### src/rtl/seg_cmd_pkg.sv
// Shared constants, FSM encoding and helpers for the UART segment-display controller.
// Latency: n/a (declarations only).
// Backpressure: n/a.
package seg_cmd_pkg;

  // ASCII command and argument bytes
  localparam logic [7:0] CH_0 = 8'h30;
  localparam logic [7:0] CH_1 = 8'h31;
  localparam logic [7:0] CH_6 = 8'h36;
  localparam logic [7:0] CH_9 = 8'h39;
  localparam logic [7:0] CH_B = 8'h42;
  localparam logic [7:0] CH_C = 8'h43;
  localparam logic [7:0] CH_D = 8'h44;
  localparam logic [7:0] CH_E = 8'h45;
  localparam logic [7:0] CH_R = 8'h52;

  typedef enum logic [1:0] {
    IDLE      = 2'd0,
    ARG_DOT   = 2'd1,
    ARG_EN    = 2'd2,
    ARG_BLINK = 2'd3
  } state_t;

  // Digit position '1'..'6' maps to mask bit 5..0 (digit 1 is the leftmost, MSB)
  function automatic logic [2:0] pos_to_bit(input logic [7:0] b);
    logic [7:0] n;
    n = b - CH_0;
    return 3'(8'd6 - n);
  endfunction

endpackage

### src/rtl/seg_blink_timer.sv
// Whole-display blink phase generator: toggles phase every BLINK_HALF cycles while enabled.
// Latency: phase forced high combinationally when disabled; toggles one cycle after the wrap count.
// Backpressure: none; free-running counter.
module seg_blink_timer #(
  parameter int BLINK_HALF = 6000000,
  parameter int CNT_W      = 24
) (
  input  logic clk_in,
  input  logic rst_n_in,
  input  logic blink_en,
  input  logic restart,
  output logic blink_phase
);

  logic [CNT_W-1:0] r_cnt;
  logic             r_phase;

  // Count half-periods while enabled; restart or disable parks the counter with the display lit
  always_ff @(posedge clk_in or negedge rst_n_in) begin
    if (!rst_n_in) begin
      r_cnt   <= '0;
      r_phase <= 1'b1;
    end else if (restart || !blink_en) begin
      r_cnt   <= '0;
      r_phase <= 1'b1;
    end else if (r_cnt == CNT_W'(BLINK_HALF - 1)) begin
      r_cnt   <= '0;
      r_phase <= ~r_phase;
    end else begin
      r_cnt   <= r_cnt + 1'b1;
    end
  end

  // A disabled blinker always reads as lit, so turning blink off never leaves a dark cycle
  assign blink_phase = r_phase | ~blink_en;

endmodule

### src/rtl/seg_cmd_ctl.sv
// UART command decoder driving the 6-digit segment display digit/enable/dot registers.
// Latency: one cycle from the rx_data_valid strobe to the updated registered outputs.
// Backpressure: none; every strobed byte is consumed, argument waits are bounded by ARG_TIMEOUT.
module seg_cmd_ctl
  import seg_cmd_pkg::*;
#(
  parameter int BLINK_HALF  = 6000000,
  parameter int ARG_TIMEOUT = 12000000,
  parameter int CNT_W       = 24
) (
  input  logic        clk_in,
  input  logic        rst_n_in,
  input  logic        rx_data_valid,
  input  logic [7:0]  rx_data_out,
  output logic [23:0] seg_data,
  output logic [5:0]  seg_data_en,
  output logic [5:0]  seg_dot_en,
  output logic        busy,
  output logic        cmd_err
);

  state_t           r_state;
  state_t           w_state_nxt;
  logic [CNT_W-1:0] r_to_cnt;
  logic [23:0]      r_seg_data;
  logic [5:0]       r_en_mask;
  logic [5:0]       r_dot_en;
  logic             r_blink_en;
  logic             r_cmd_err;
  logic             w_err;
  logic             w_busy;
  logic             w_restart;
  logic             w_blink_phase;
  logic             w_is_digit;
  logic             w_is_pos;
  logic             w_expired;
  logic [2:0]       w_pos;

  assign w_is_digit = (rx_data_out >= CH_0) && (rx_data_out <= CH_9);
  assign w_is_pos   = (rx_data_out >= CH_1) && (rx_data_out <= CH_6);
  assign w_pos      = pos_to_bit(rx_data_out);
  assign w_expired  = (r_to_cnt == CNT_W'(ARG_TIMEOUT - 1));

  // State register
  always_ff @(posedge clk_in or negedge rst_n_in) begin
    if (!rst_n_in) r_state <= IDLE;
    else           r_state <= w_state_nxt;
  end

  // Next state: command bytes open an argument wait; any byte or expiry closes it
  always_comb begin
    w_state_nxt = r_state;
    case (r_state)
      IDLE: begin
        if (rx_data_valid) begin
          if      (rx_data_out == CH_D) w_state_nxt = ARG_DOT;
          else if (rx_data_out == CH_E) w_state_nxt = ARG_EN;
          else if (rx_data_out == CH_B) w_state_nxt = ARG_BLINK;
        end
      end
      default: begin
        if (rx_data_valid || w_expired) w_state_nxt = IDLE;
      end
    endcase
  end

  // FSM outputs: error strobe, busy flag and blink restart request
  always_comb begin
    w_err     = 1'b0;
    w_restart = 1'b0;
    w_busy    = (r_state != IDLE);
    case (r_state)
      ARG_DOT, ARG_EN: begin
        if (rx_data_valid) w_err = !w_is_pos;
        else               w_err = w_expired;
      end
      ARG_BLINK: begin
        if (rx_data_valid) begin
          w_restart = (rx_data_out == CH_1);
          w_err     = (rx_data_out != CH_0) && (rx_data_out != CH_1);
        end else begin
          w_err     = w_expired;
        end
      end
      default: ;
    endcase
  end

  // Argument timeout counter: zero in IDLE, counts while waiting for an argument
  always_ff @(posedge clk_in or negedge rst_n_in) begin
    if (!rst_n_in)              r_to_cnt <= '0;
    else if (r_state == IDLE)   r_to_cnt <= '0;
    else                        r_to_cnt <= r_to_cnt + 1'b1;
  end

  // Display register file, updated only on strobed bytes; error pulse registered every cycle
  always_ff @(posedge clk_in or negedge rst_n_in) begin
    if (!rst_n_in) begin
      r_seg_data <= '0;
      r_en_mask  <= 6'b111111;
      r_dot_en   <= '0;
      r_blink_en <= 1'b0;
      r_cmd_err  <= 1'b0;
    end else begin
      r_cmd_err <= w_err;
      if (rx_data_valid) begin
        case (r_state)
          IDLE: begin
            if (w_is_digit) begin
              r_seg_data <= {r_seg_data[19:0], rx_data_out[3:0]};
            end else if (rx_data_out == CH_C) begin
              r_seg_data <= '0;
            end else if (rx_data_out == CH_R) begin
              r_seg_data <= '0;
              r_en_mask  <= 6'b111111;
              r_dot_en   <= '0;
              r_blink_en <= 1'b0;
            end
          end
          ARG_DOT:   if (w_is_pos) r_dot_en  <= r_dot_en  ^ (6'b000001 << w_pos);
          ARG_EN:    if (w_is_pos) r_en_mask <= r_en_mask ^ (6'b000001 << w_pos);
          ARG_BLINK: begin
            if      (rx_data_out == CH_0) r_blink_en <= 1'b0;
            else if (rx_data_out == CH_1) r_blink_en <= 1'b1;
          end
          default: ;
        endcase
      end
    end
  end

  seg_blink_timer #(
    .BLINK_HALF (BLINK_HALF),
    .CNT_W      (CNT_W)
  ) u_blink (
    .clk_in      (clk_in),
    .rst_n_in    (rst_n_in),
    .blink_en    (r_blink_en),
    .restart     (w_restart),
    .blink_phase (w_blink_phase)
  );

  assign seg_data    = r_seg_data;
  assign seg_data_en = w_blink_phase ? r_en_mask : 6'b000000;
  assign seg_dot_en  = r_dot_en;
  assign busy        = w_busy;
  assign cmd_err     = r_cmd_err;

endmodule

### config.mk
export PLATFORM = sky130hd
export DESIGN_NAME = seg_cmd_ctl
export DESIGN_NICKNAME = d
export VERILOG_FILES = /design/src/rtl/seg_cmd_pkg.sv /design/src/rtl/seg_blink_timer.sv /design/src/rtl/seg_cmd_ctl.sv
export SDC_FILE = /design/constraint.sdc
export NUM_CORES = 1
export LEC_CHECK = 0
export CAP_MARGIN = 20
export CORE_MARGIN = 1.5
export CORE_UTILIZATION = 35
export DETAILED_ROUTE_END_ITERATION = 6
export PLACE_DENSITY = 0.58
export SETUP_SLACK_MARGIN = 0.4
export SKIP_LAST_GASP = 1
export SLEW_MARGIN = 20
export SYNTH_ARGS = -nofsm -noshare
export SYNTH_HDL_FRONTEND = slang
export SYNTH_SLANG_ARGS = --single-unit
### constraint.sdc
create_clock -name clk_in -period 2.4 [get_ports clk_in]
set_input_delay 0.72 -clock clk_in [delete_from_list [all_inputs] [get_ports clk_in]]
set_output_delay 0.72 -clock clk_in [all_outputs]
set_load 0.01 [all_outputs]
==> flow_metrics.tcl, run 1 <==
set metrics [dict create \
    synth_fp_nets 499 \
    yosysWarnings 0 \
    final_util_pct 48.0 \
    grtUsageTotal_pct 17.5 \
    fin_nets 597 \
    drive_gt1_share_pct 26.0 \
    synthSimpleGateAreaFrac_pct 25.1 \
    crit_type "in -> reg" \
    drt_first_pass_iters 5 \
    dp_hpwl_um 8400 \
    drc 0 \
    final_cells 761 \
    dp_cells 728 \
    status "finished clean" \
    arrival_ps 2310 \
    cts_tree "yes" \
    post-route-cell-area_um2 6410 \
    die_w_um 120 \
    area_delta_synth_final_pct 33.2 \
    r2r_start "r_to_cnt[10]$_DFF_PN0_" \
    fin_crit_ps 2050 \
    p_clk_share_pct 31.8 \
    antenna_cells 0 \
    synth_common_cells "82 x dfrtp_1, 40 x nor2_1, 24 x a22o_1, 24 x nand2_1, 23 x a21oi_1" \
    clkSinkCount 89 \
    synth-edff-count 0 \
    p_int_mw 2.93 \
    clock_skew_ps 6.67 \
    crit_path_end_kind "register" \
    start_util_pct 36.1 \
    slew_headroom_pct 72.8 \
    synth-main-ff-cell "dfrtp_1" \
    irDropWorstVdd_uv 343 \
    fin_crit_sh_pct 85.4 \
    worst_slew_pin_slew_ps 405 \
    synth-seq-cells 89 \
    multi_input_area_um2 2570 \
    grt_pass1_wl_um 20300 \
    synth.most_common_cell "dfrtp_1" \
    r2r_end "cmd_err$_DFF_PN0_" \
    switching_share_pct 32.0 \
    postRouteAntennaNets 0 \
    cts.clk_slew.worst_paths_ps 70 \
    cap_violations 0 \
    viasPerCell 5.50 \
    p_seq_share_pct 39.7 \
    timing.fmax_mhz 488 \
    synth_xor_area_share_pct 4.18 \
    synth-compound-area-share_pct 18.0 \
    required_ps 2660 \
    synth.top_cell.area_share_pct 42.6 \
    grt_pass1_vias 4045 \
    regArea_um2 2240 \
    syn-cell-area_um2 4810 \
    nFillCells 1262 \
    synthAdderAreaFrac_pct 1.56 \
    p_sw_mw 1.38 \
    finalHoldViolCount 0 \
    hold_class "in -> async" \
    cts_hold_buf 0 \
    routed_wl_um 12200 \
    io_pins 49 \
    setup_viol 0 \
    placed_area_um2 5830 \
    grt_overflow 0 \
    clock_path_buffers 2 \
    htree_levels 3 \
    coreArea_um2 13300 \
    synth_top_family_by_area "simple AND/OR/NAND/NOR gates" \
    async_flop_share_pct 100 \
    synthMuxAreaShare_pct 0.702 \
    synth_cells 482 \
    reg2reg_slack_ps 370 \
    io_buffer_count 48 \
    gp_congestion 0.819 \
    powerDensity_nw_per_um2 672 \
    ys_seq_area_share_pct 46.4 \
    synth_area_per_cell_um2 9.99 \
    dieArea_um2 14500 \
    cts_root_buffer "clkbuf_16" \
    r2r_cells 4 \
    rsz0062_at_grt "yes" \
    cp_max_fo 5 \
    p_leak_nw 2.85 \
    vias 4188 \
    synth_area_leader_cell "dfrtp_1" \
    drtIter0Drc 202 \
    start_kind "input port" \
    grt_max_degree 37 \
    cts-buffers-inserted 9 \
    drt-wirelength-per-cell_um 16.0 \
    rows 42 \
    clkLatencyLatePin_ps 350 \
    antenna_found_initial 0 \
    die-height_um 120 \
    final_max_slew_viol_count 0 \
    synth.distinct_cells 65 \
    synthTopCellsByArea "dfrtp_1 43%, a22o_1 4.4%, dfstp_2 3.8%" \
    pwr-share-comb_pct 28.4 \
]
flip-flops by register name, indices dropped and copies added, names as in the netlist:
signal and count:
u_blink.r_phase 1, r_to_cnt 24, seg_data 24, r_state 2, cmd_err 1, r_en_mask 6
u_blink.r_cnt 24, r_blink_en 1, seg_dot_en 6
timing repair:
action / 4_1_cts / 5_1_grt
cloned: 3 / 0
setup endpoints to repair: 94 / 60
buffers inserted: 7 / 7
resized for setup: 102 / 30
pin swaps: 16 / 18
power groups by stage:
stage / clock [mW] / sequential [mW] / combinational [mW]
floorplan: 0 / 1.73 / 0.654
global placement: 0 / 1.73 / 1.07
detailed placement: 0 / 1.74 / 1.08
CTS: 1.42 / 1.71 / 1.16
global route: 1.48 / 1.72 / 1.34
finish: 1.37 / 1.71 / 1.22
worst max path at each step:
stage / from / endpoint / slack, ps / depth (start not counted)
2_1_floorplan: rx_data_out[3] / seg_dot_en[0]$_DFFE_PN0P_ / 120 / 6
3_3_place_gp: rx_data_out[3] / r_en_mask[1]$_DFFE_PN1P_ / -310 / 6
3_5_place_dp: rx_data_out[3] / r_en_mask[1]$_DFFE_PN1P_ / -320 / 6
4_1_cts: rx_data_out[5] / r_en_mask[0]$_DFFE_PN1P_ / 360 / 6
5_1_grt: rx_data_out[7] / seg_dot_en[0]$_DFFE_PN0P_ / 290 / 8
6_report: rx_data_out[7] / r_en_mask[1]$_DFFE_PN1P_ / 350 / 8
area by class of cell:
cell class                      count  share of cell area, %
Multi-Input combinational cell    352                   40.1
Sequential cell                    89                   34.9
Timing Repair Buffer              113                   16.2
Clock buffer                        9                   3.51
Tap cell                          176                   3.43
Clock inverter                      7                  0.976
Inverter                           15                  0.878
placed cells by master (no fill, tap or decap), types with 4 or more instances in the layout:
cell and n:
a21oi_1 22, a22o_1 24, a31oi_1 10, and2_1 9, and2_4 5, and3_1 10, and4_1 6, buf_12 5
buf_2 4, buf_4 54, buf_6 13, clkbuf_16 9, dfrtp_1 80, dfstp_2 7, dlygate4sd2_1 27, dlymetal6s2s_1 6
ha_1 4, inv_1 11, nand2_1 23, nand3_1 22, nand4_1 20, nor2_1 39, nor2b_1 7, nor3b_1 4
nor4_1 9, o21ai_0 9, o31ai_1 14, or3_1 4, or4_1 11, xnor2_1 10, xor2_1 12
cells by family (layout without fill, tap and decap cells):
family | count (synthesis) | count (layout)
AND/OR/NAND/NOR | 205 | 205
multiplexers | 3 | 3
AO/OA/AOI/OAI | 115 | 115
buffers and inverters | 41 | 144
flip-flops | 89 | 89
XOR/XNOR | 23 | 23
adder cells (fa/ha/maj) | 6 | 6
per-stage QoR:
stage | power [mW] | hold WS (ps) | setup TNS (ps) | setup slack (ps)
2_1_floorplan | 2.38 | 417 | 0 | 122
3_3_place_gp | 2.80 | 433 | -11440 | -315
3_5_place_dp | 2.82 | 437 | -12160 | -325
4_1_cts | 4.28 | 295 | 0 | 359
5_1_grt | 4.55 | 308 | 0 | 289
6_report | 4.31 | 296 | 0 | 352
routing by layer:
metal,share of wire [%],global-route usage [%],up-vias,wire (µm)
met5,0,0,-,0
met4,0.44,3.68,0,54
met3,3.4,4.86,4,419
met2,48,27.7,79,5910
met1,48,24.2,2088,5820
li1,-,-,2017,-
worst max-delay path, stage by stage:
cell and delay (ps):
buf_6 90, or4b_4 570, buf_6 150, o41ai_4 180
buf_4 190, buf_6 130, o211ai_1 80, a22oi_1 190
Note: power is estimated with default switching activity, not from simulation.
==> run 2, diff against run 1 <==
--- a/config.mk
+++ b/config.mk
@@ -7,9 +7,10 @@
 export LEC_CHECK = 0
 export CAP_MARGIN = 20
 export CORE_MARGIN = 1.5
-export CORE_UTILIZATION = 35
+export CORE_UTILIZATION = 56
+export CTS_CLUSTER_SIZE = 12
 export DETAILED_ROUTE_END_ITERATION = 6
-export PLACE_DENSITY = 0.58
+export PLACE_DENSITY = 0.83
 export SETUP_SLACK_MARGIN = 0.4
 export SKIP_LAST_GASP = 1
 export SLEW_MARGIN = 20
==> flow_metrics.tcl, run 2 (synthesized netlist as in run 1, its figures left out) <==
set metrics [dict create \
    fin_crit_ps 2040 \
    cts.clk_slew.worst_paths_ps 110 \
    rows 33 \
    cp-startpoint "u_blink.r_phase$_DFFE_PN1P_" \
    fin_nets 599 \
    timing.final.ws_setup_ps 363 \
    arrival_ps 1320 \
    setup_viol 0 \
    cts_hold_buf 0 \
    rsz0062_at_grt "yes" \
    cap_violations 0 \
    drt-wirelength-per-cell_um 18.7 \
    p_leak_nw 2.72 \
    clock_path_buffers 2 \
    start_util_pct 58.3 \
    cts_tree "yes" \
    nFillCells 584 \
    timing.fmax_mhz 491 \
    final_max_slew_viol_count 0 \
    cts-buffers-inserted 9 \
    io_pins 49 \
    final_cells 692 \
    worst_slew_pin_slew_ps 510 \
    slew_headroom_pct 66.0 \
    crit_path_end_kind "primary output" \
    area_delta_synth_final_pct 28.2 \
    powerDensity_nw_per_um2 636 \
    grt_max_degree 42 \
    viasPerCell 6.40 \
    start_kind "register" \
    dieArea_um2 9160 \
    finalHoldViolCount 0 \
    fin_crit_sh_pct 84.9 \
    grt_pass1_wl_um 21400 \
    cp_max_fo 6 \
    postRouteAntennaNets 0 \
    grt_pass1_vias 4481 \
    htree_levels 3 \
    vias 4426 \
    die-height_um 95.7 \
    drtIter0Drc 280 \
    grt_overflow 0 \
    dp_cells 656 \
    dp_slack_ps -389 \
    p_total_mw 3.93 \
    status "finished clean" \
    crit_type "reg -> out" \
    required_ps 1680 \
    irDropWorstVdd_uv 372 \
    drive_gt1_share_pct 25.0 \
    die_w_um 95.7 \
    clkSinkCount 89 \
    cts_root_buffer "clkbuf_8" \
    grtUsageTotal_pct 30.3 \
    clock_skew_ps 17.5 \
    mostFrequentLayoutCell "dfrtp_1" \
    clkLatencyLatePin_ps 380 \
    routed_wl_um 12900 \
    dp_hpwl_um 8580 \
    antenna_found_initial 0 \
    gp_congestion 0.904 \
    coreArea_um2 8260 \
    r2r_start "r_to_cnt[15]$_DFF_PN0_" \
    io_buffer_count 48 \
    layout_common_cells "82 x dfrtp_1, 61 x buf_4, 40 x nor2_1" \
    drc 0 \
    antenna_cells 0 \
    drt_first_pass_iters 5 \
    hold_class "in -> async" \
]
-- run 2: cell types whose count changed in the layout (fill, tap and decap cells not counted), moves of 2 or more --
cell,before,now
a41oi_1,1,4
a41oi_2,3,0
buf_4,54,61
buf_6,13,8
clkbuf_16,9,0
clkbuf_8,0,9
clkinv_4,0,2
dfrtp_1,80,82
dfrtp_2,2,0
dlygate4sd2_1,27,35
dlymetal6s2s_1,6,1
nor4_1,9,7
nor4_2,0,2
nor4b_1,2,0
-- run 2: repair_timing --
| action | CTS | global route |
|---|---|---|
| cloned | 0 | 0 |
| resized for setup | 104 | 21 |
| pin swaps | 14 | 14 |
| setup buffers | 13 | 7 |
| endpoints found under the setup margin | 104 | 63 |
-- run 2: final cells by class --
cell class / count / area [µm²] / share of cell area, %
timing repair buffer: 115 / 987 / 16.0
clock buffer: 9 / 124 / 2.01
clock inverter: 7 / 72.6 / 1.18
sequential: 89 / 2240 / 36.2
tap: 105 / 131 / 2.13
multi-input combinational: 352 / 2570 / 41.6
inverter: 15 / 56.3 / 0.912
-- run 2: worst paths after layout --
| path | endpoint | slack [ps] | depth (start not counted) |
|---|---|---|---|
| worst max-delay path | seg_data_en[2] | 360 | 3 |
| worst min-delay path | seg_data[1]$_DFFE_PN0P_ | 310 | 1 |
| worst max register to register | r_state[0]$_DFFE_PN0P_ | 410 | 4 |
| worst min register to register | r_to_cnt[0]$_DFF_PN0_ | 460 | 1 |
| max in group asynchronous | r_state[0]$_DFFE_PN0P_ | 1500 | 2 |
| min in group clk_in | r_to_cnt[0]$_DFF_PN0_ | 460 | 1 |
-- run 2: layer usage --
metal / global-route usage (%) / share of wire [%] / vias to the layer above
li1: - / - / 2031
met1: 37.4 / 40 / 2196
met2: 51.1 / 52 / 166
met3: 5.13 / 5.1 / 33
met4: 15.6 / 2.8 / 0
met5: 0 / 0 / -
-- run 2: where the power goes --
part           leakage (nW)  internal (mW)  switching [mW]
sequential             1.21           1.62          0.0794
clock                0.0966          0.406           0.619
combinational          1.41          0.554           0.648
total                  2.72           2.58            1.35
-- run 2: per-stage QoR --
stage	hold slack (ps)	area, µm²	util (%)	setup TNS (ps)
finish	307	6170	74.8	0
global route	331	6170	74.8	0
CTS	315	6040	73.2	0
detailed placement	442	5720	69.2	-16930
global placement	430	5720	69.2	-16240
floorplan	417	4850	-	0
-- run 2: worst max-delay path, cell delays in order, from the launching register on --
cell and delay [ps]:
dfstp_2 550, nand2b_4 150, and2_1 120, buf_2 120
==> run 3, diff against run 2 <==
==> constraint.sdc (replaced) <==
create_clock -name clk_in -period 2 [get_ports clk_in]
set_input_delay 0.6 -clock clk_in [delete_from_list [all_inputs] [get_ports clk_in]]
set_output_delay 0.6 -clock clk_in [all_outputs]
set_load 0.01 [all_outputs]
==> flow_metrics.tcl, run 3 (synthesized netlist as in run 1, its figures left out) <==
set metrics [dict create \
    status "complete, but fails checks" \
    violations "negative setup slack" \
    tns_ps -42.6 \
    arrival_ps 2340 \
    layout_common_cells "129 x buf_4, 73 x dfrtp_1, 36 x nor2_1" \
    die-height_um 95.7 \
    postRouteAntennaNets 0 \
    reg2reg_slack_ps -30 \
    area_delta_synth_final_pct 45.9 \
    final_util_pct 85.0 \
    coreArea_um2 8260 \
    htree_levels 3 \
    worst_slew_pin_slew_ps 413 \
    final_cells 774 \
    slew_headroom_pct 72.4 \
    setup_viol 2 \
    clkSinkCount 89 \
    io_pins 49 \
    cts_hold_buf 0 \
    cts_tree "yes" \
    drive_gt1_share_pct 46.9 \
    drc 0 \
    mostFrequentLayoutCell "buf_4" \
    grtUsageTotal_pct 31.7 \
    rows 33 \
    cap_violations 0 \
    clock_path_buffers 2 \
    fin_nets 681 \
    dp_cells 672 \
    cp_max_fo 4 \
    fin_crit_sh_pct 101 \
    antenna_found_initial 0 \
    gp_congestion 0.898 \
    dp_hpwl_um 8070 \
    irDropWorstVdd_uv 515 \
    viasPerCell 6.74 \
    timing.final.ws_setup_ps -26.8 \
    drt-wirelength-per-cell_um 22.4 \
    die_w_um 95.7 \
    powerDensity_nw_per_um2 761 \
    p_leak_nw 3.17 \
    r2r_start "r_state[1]$_DFFE_PN0P_" \
    hold_class "in -> async" \
    dieArea_um2 9160 \
    p_total_mw 5.35 \
    start_kind "register" \
    crit_end "cmd_err$_DFF_PN0_" \
    grt_max_degree 49 \
    crit_path_end_kind "register" \
    io_buffer_count 48 \
    drtIter0Drc 484 \
    grt_pass1_vias 4656 \
    drt_first_pass_iters 5 \
    start_util_pct 58.3 \
    crit_type "reg -> reg" \
    clkLatencyLatePin_ps 380 \
    grt_pass1_wl_um 22500 \
    cts.clk_slew.worst_paths_ps 110 \
    required_ps 2320 \
    clock_skew_ps 11.6 \
    fin_crit_ps 2030 \
    cts-buffers-inserted 9 \
    final_max_slew_viol_count 0 \
    cts_root_buffer "clkbuf_8" \
    timing.fmax_mhz 493 \
    finalHoldViolCount 0 \
    antenna_cells 0 \
    cp-startpoint "r_state[1]$_DFFE_PN0P_" \
    rsz0062_at_grt "yes" \
    r2r_cells 6 \
    r2r_end "cmd_err$_DFF_PN0_" \
    grt_overflow 0 \
    routed_wl_um 17400 \
    vias 5216 \
]
[run 3: cell types whose count changed in the layout (fill, tap and decap cells not counted), moves of 6 or more]
cell and delta:
dlygate4sd2_1 -32, dfrtp_2 +9, a21oi_2 +6, dfrtp_1 -9, a21oi_1 -6, buf_4 +68, buf_6 +15, buf_2 +25
[run 3: final cells by class]
type / instances / area, µm²
clock buffer: 9 / 124
multi-input combinational: 352 / 2820
timing repair buffer: 197 / 1560
tap: 105 / 131
fill: 412 / 1230
sequential: 89 / 2250
inverter: 15 / 65.1
clock inverter: 7 / 71.3
[run 3: worst min-delay path by stage]
| stage | startpoint | endpoint | slack [ps] | cells past startpoint |
|---|---|---|---|---|
| floorplan | rst_n_in | cmd_err$_DFF_PN0_ | 300 | 0 |
| global placement | r_to_cnt[0]$_DFF_PN0_ | r_to_cnt[0]$_DFF_PN0_ | 430 | 1 |
| detailed placement | r_to_cnt[0]$_DFF_PN0_ | r_to_cnt[0]$_DFF_PN0_ | 440 | 1 |
| CTS | rst_n_in | u_blink.r_cnt[3]$_DFF_PN0_ | 140 | 1 |
| global route | rst_n_in | u_blink.r_cnt[0]$_DFF_PN0_ | 150 | 1 |
| finish | rst_n_in | u_blink.r_cnt[20]$_DFF_PN0_ | 130 | 1 |
[run 3: metal layers]
layer,global-route usage (%),share of wire [%]
met4,11.5,5.1
met3,5.85,7.5
met1,40.7,37
met2,53.3,50
met5,0,0
[run 3: worst max-delay path: stages (launching register included)]
cell and delay [ps]:
dfrtp_1 430, inv_2 90, ha_4 200, nor4b_1 380
nand4_1 240, nor4_4 400, a21o_1 220
[run 3: what timing repair did]
action / in CTS / in global routing
setup endpoints to repair: 112 / 92
cloned: 1 / 3
setup buffers: 59 / 23
pin swaps: 35 / 26
gates resized for setup: 225 / 76
[run 3: through the flow]
step                instance area (µm²)  setup WS, ps  hold slack, ps
floorplan                          4900          -158             304
global placement                   5850          -569             428
detailed placement                 5850          -618             442
CTS                                6580          76.7             144
global route                       7020         -56.6             154
finish                             7020         -26.8             135
[run 3: where the power goes]
part           total [mW]  switching [mW]  internal (mW)
Sequential           2.07           0.123           1.95
Combinational        1.99            1.02          0.966
Clock                1.29           0.802          0.487
